## config.mk

```make
export PLATFORM = sky130hd
export DESIGN_NAME = bsg_mux_one_hot_pipelined
export DESIGN_NICKNAME = d
export VERILOG_FILES = /design/src/rtl/bsg_mux_one_hot_pipelined.sv
export SDC_FILE = /design/constraint.sdc
export NUM_CORES = 1
export LEC_CHECK = 0
export ABC_AREA = 1
export BUFFER_PORTS_ARGS = -buffer_cell sky130_fd_sc_hd__buf_2
export CAP_MARGIN = 20
export CORE_AREA = 2 2 41 43
export DETAILED_ROUTE_END_ITERATION = 12
export DIE_AREA = 0 0 43 45
export GPL_TIMING_DRIVEN = 0
export PLACE_DENSITY = 0.73
export SYNTH_ARGS = -nofsm -noshare
export SYNTH_HDL_FRONTEND = slang
export SYNTH_SLANG_ARGS = --single-unit
```

## constraint.sdc

```tcl
create_clock -name clk_i -period 2.2 [get_ports clk_i]
set_input_delay 0.11 -clock clk_i [delete_from_list [all_inputs] [get_ports clk_i]]
set_output_delay 0.11 -clock clk_i [all_outputs]
set_load 0.02 [all_outputs]
```

## src/rtl/bsg_mux_one_hot_pipelined.sv

```systemverilog
// bsg_mux_one_hot_pipelined
// Registered one-hot multiplexer with valid/ready handshakes on both sides.
// The selected word passes through a two-entry buffer (main + skid register),
// so ready_o comes straight from a flop and a word can still be accepted in
// every cycle.
// Optional one-hot checker: define BSG_MUX_ONE_HOT_PIPELINED_CHECK_EN to get
// a sticky err_o and a saturating err_cnt_o. Without the macro, both are tied to 0.
module bsg_mux_one_hot_pipelined #(
   parameter int width_p         = 4,
   parameter int els_p           = 2,
   parameter int err_cnt_width_p = 8
) (
   input  logic                       clk_i,
   input  logic                       reset_n_i,
   input  logic [els_p*width_p-1:0]   data_i,
   input  logic [els_p-1:0]           sel_one_hot_i,
   input  logic                       v_i,
   output logic                       ready_o,
   output logic [width_p-1:0]         data_o,
   output logic                       v_o,
   input  logic                       ready_i,
   output logic                       err_o,
   output logic [err_cnt_width_p-1:0] err_cnt_o
);

   logic               main_v, skid_v;
   logic [width_p-1:0] main_data, skid_data;
   logic [width_p-1:0] mux_data;
   logic               in_xfer, out_xfer;

   // AND-OR mux: every selected word is ORed in, with no priority
   always_comb begin
      mux_data = '0;
      for (int unsigned k = 0; k < els_p; k++) begin
         mux_data = mux_data | (data_i[k*width_p +: width_p] & {width_p{sel_one_hot_i[k]}});
      end
   end

   assign in_xfer  = v_i & ~skid_v;
   assign out_xfer = main_v & ready_i;

   // occupancy update: EMPTY -> ONE -> TWO, with main always holding the oldest word
   always_ff @(posedge clk_i or negedge reset_n_i) begin
      if (!reset_n_i) begin
         main_v    <= 1'b0;
         skid_v    <= 1'b0;
         main_data <= '0;
         skid_data <= '0;
      end else if (!main_v) begin
         if (in_xfer) begin
            main_v    <= 1'b1;
            main_data <= mux_data;
         end
      end else if (!skid_v) begin
         if (in_xfer && out_xfer) begin
            main_data <= mux_data;
         end else if (in_xfer) begin
            skid_v    <= 1'b1;
            skid_data <= mux_data;
         end else if (out_xfer) begin
            main_v <= 1'b0;
         end
      end else if (out_xfer) begin
         main_data <= skid_data;
         skid_v    <= 1'b0;
      end
   end

   assign ready_o = ~skid_v;
   assign v_o     = main_v;
   assign data_o  = main_data;

   // a skid entry without a main entry would break FIFO ordering
   skid_without_main : assert property (@(posedge clk_i) disable iff (!reset_n_i) (main_v || !skid_v));

`ifdef BSG_MUX_ONE_HOT_PIPELINED_CHECK_EN
   logic                       sel_seen, sel_multi, sel_bad;
   logic                       err_r;
   logic [err_cnt_width_p-1:0] err_cnt_r;

   // a select is legal only when exactly one bit is set
   always_comb begin
      sel_seen  = 1'b0;
      sel_multi = 1'b0;
      for (int unsigned k = 0; k < els_p; k++) begin
         if (sel_one_hot_i[k]) begin
            if (sel_seen) sel_multi = 1'b1;
            sel_seen = 1'b1;
         end
      end
      sel_bad = ~sel_seen | sel_multi;
   end

   // sticky error flag and saturating counter, updated only by accepted words
   always_ff @(posedge clk_i or negedge reset_n_i) begin
      if (!reset_n_i) begin
         err_r     <= 1'b0;
         err_cnt_r <= '0;
      end else if (in_xfer && sel_bad) begin
         err_r <= 1'b1;
         if (err_cnt_r != '1) err_cnt_r <= err_cnt_r + 1'b1;
      end
   end

   assign err_o     = err_r;
   assign err_cnt_o = err_cnt_r;
`else
   assign err_o     = 1'b0;
   assign err_cnt_o = '0;
`endif

endmodule

```

==> impl_metrics.yaml <==
pwr:
  swShare: 0.447
  clkPwrFrac: 0.132
  seq_power_share: 0.358
  total_power_mw: 0.920
  comb_power_share: 0.510
  vdd_drop_max_v: 0.000483
  powerDensity_nw_per_um2: 1160
  leakagePower_nw: 0.487
  net-switching-power_mw: 0.411
  intPower_mw: 0.509
worst_setup_path:
  cp.arrival_ns: 1.03
  path_cells: "inv_2 > buf_2"
  reg2reg_depth: 4
  worstSetupPathType: "register to output port"
  r2r-end: "skid_data[1]"
  worstPathBufferInverterCount: 2
  crit_path_top_delay_cell: "dfrtp_1"
  end_kind: "output port"
  crit_path_max_incr_delay_ns: 0.45
  reg2reg_setup_slack_ns: 1.12
  critPathTopFamily: "flip-flops"
  crit_path_start_kind: "register"
  regToRegStartpoint: "skid_v"
  required_ns: 2.09
  crit_path_max_fanout: 6
clocking:
  cts.htree.levels: 1
  cts_buffers: 3
  cts_tree: "done"
  cts_sinks: 10
  cts.path.max_buffers: 2
  clk_pin_slew_ns: 0.06
  cts_resized: 0
  insertion_delay_ns: 0.26
  cts-root-buf: "clkbuf_4"
timing:
  rsz0062_at_grt: "no"
  fin_crit_ns: 1.14
  fin_skew_ns: 0.00103
  setup_viol: 0
  min_period_over_period: 0.520
  hold_violations: 0
  fin_setup_tns_ns: 0
  holdWs_ns: 0.128
  final_max_slew_viol_count: 0
  fmax_mhz: 874
drt:
  via_per_inst: 4.30
  totalWireLength_um: 1140
  post_drt_wl_per_cell_um: 8.87
  ant_nets: 0
  route.detailed.drc: 0
  via_count: 551
  drt_iter0_drc: 8
  first_pass_iters: 4
layout:
  layout.cells.non_filler: 128
  antenna_cells: 0
  mostFrequentLayoutCells: "26 x nand2_1, 20 x buf_2, 10 x inv_1, 10 x dfrtp_1"
  nets: 128
  final_common_cell: "nand2_1"
  drive_gt1_frac: 0.339
  synthToLayoutAreaGrowth_pct: 28.8
  fin_util: 0.540
yosys:
  ys_types: 14
  ys_seq_area_frac: 0.406
  synth_warnings: 0
  synth_area_um2: 617
  syn_avg_cell_area_um2: 7.62
  yosysTopAreaCell: "dfrtp_1"
  synth_seq_cells: 10
  yosys-top-cells-area: "dfrtp_1 41%, nand2_1 16%, buf_4 11%"
  synth_top_area_frac: 0.406
  syn_inst: 81
die:
  die-area_um2: 1940
  die_w_um: 43
  rows: 14
  die_h_um: 45
  core_um2: 1470
  num_io_pins: 29
  start_util: 0.419
worst_hold_path:
  hold_class: "input pin to register"
  hold-path-cell-count: 3
  hold_end: "skid_v"
  worstHoldStart: "ready_i"
global_route:
  antenna_found_initial: 0
  overflow: 0
  grt_use_total: 0.138
  grt_max_degree: 11
  grt_pass1_wl_um: 1810
  grt_pass1_vias: 447
placed_design:
  hpwl_um: 951
  io_buffers: 19
  gp_congestion: 0.696
  dp.cells: 124
run:
  maxCapViolCount: 0
status:
  status: "finished, final reports clean"
[metrics by stage]
stage	area, µm²	worst slack, ns
6_report	795	1.06
5_1_grt	795	0.986
4_1_cts	795	1.05
3_5_place_dp	762	1.12
3_3_place_gp	762	1.15
2_1_floorplan	647	1.07
[cell usage after synthesis, drive strengths merged]
cell type / number
buf: 10
nand4: 5
inv: 11
a22o: 1
nand2: 30
nand3: 9
dfrtp: 10
o21ai: 4
conb: 1
[kinds of logic (layout without fill, tap and decap cells)]
| family | count (synthesis) | count (layout) | synth area share |
|---|---|---|---|
| buffers and inverters | 21 | 44 | 0.185 |
| and+or+nand+nor | 44 | 44 | 0.357 |
| other | 1 | 9 | 0.00608 |
| DFF | 10 | 10 | 0.406 |
| AOI/OAI and AO/OA | 5 | 5 | 0.0467 |
[state kept, by name (all words and copies together), names as in the netlist]
signal     cells
skid_data      4
skid_v         1
v_o            1
data_o         4
[metal layers]
layer / vias to the layer above / track usage / wire length, µm / share of wire
met5: - / 0 / 0 / 0
met4: 0 / 0.127 / 47 / 0.041
met3: 4 / 0.0360 / 69 / 0.061
met2: 22 / 0.206 / 530 / 0.47
met1: 223 / 0.161 / 488 / 0.43
li1: 302 / - / - / -
[area by class of cell]
type                            instances  area, µm²
Clock buffer                            3       22.5
Fill cell                             151        677
Sequential cell                        10        250
Multi-Input combinational cell         58        283
Tap cell                               16       20.0
Buffer                                 10       72.6
Timing Repair Buffer                   20        105
Inverter                               11       41.3
[repair_timing]
| item | 4_1_cts | 5_1_grt |
|---|---|---|
| setup buffers | 0 | 0 |
| hold buffers | 1 | 0 |
| setup endpoints to repair | 0 | 0 |
| hold endpoints to repair | 10 | 0 |
[worst max path at each step]
stage                start           end  slack, ns  depth (start not counted)
floorplan              v_o     data_o[0]       1.07                          6
global placement       v_o     data_o[3]       1.15                          6
detailed placement     v_o     data_o[0]       1.12                          6
CTS                 skid_v       ready_o       1.05                          2
global route        skid_v  skid_data[1]       0.99                          4
finish              skid_v       ready_o       1.06                          2
[worst register-to-register path, cell delays in order (launching register included)]
cell	delay [ns]
dfrtp_1	0.45
inv_2	0.14
nand4_2	0.20
nand2_1	0.12
o21ai_1	0.06
[power groups by stage]
stage | logic (mW) | clock network, mW | registers, mW
2_1_floorplan | 0.301 | 0 | 0.381
3_3_place_gp | 0.460 | 0 | 0.328
3_5_place_dp | 0.472 | 0 | 0.333
4_1_cts | 0.476 | 0.126 | 0.330
5_1_grt | 0.520 | 0.138 | 0.343
6_report | 0.469 | 0.122 | 0.329
(Power assumes the default switching activity.)
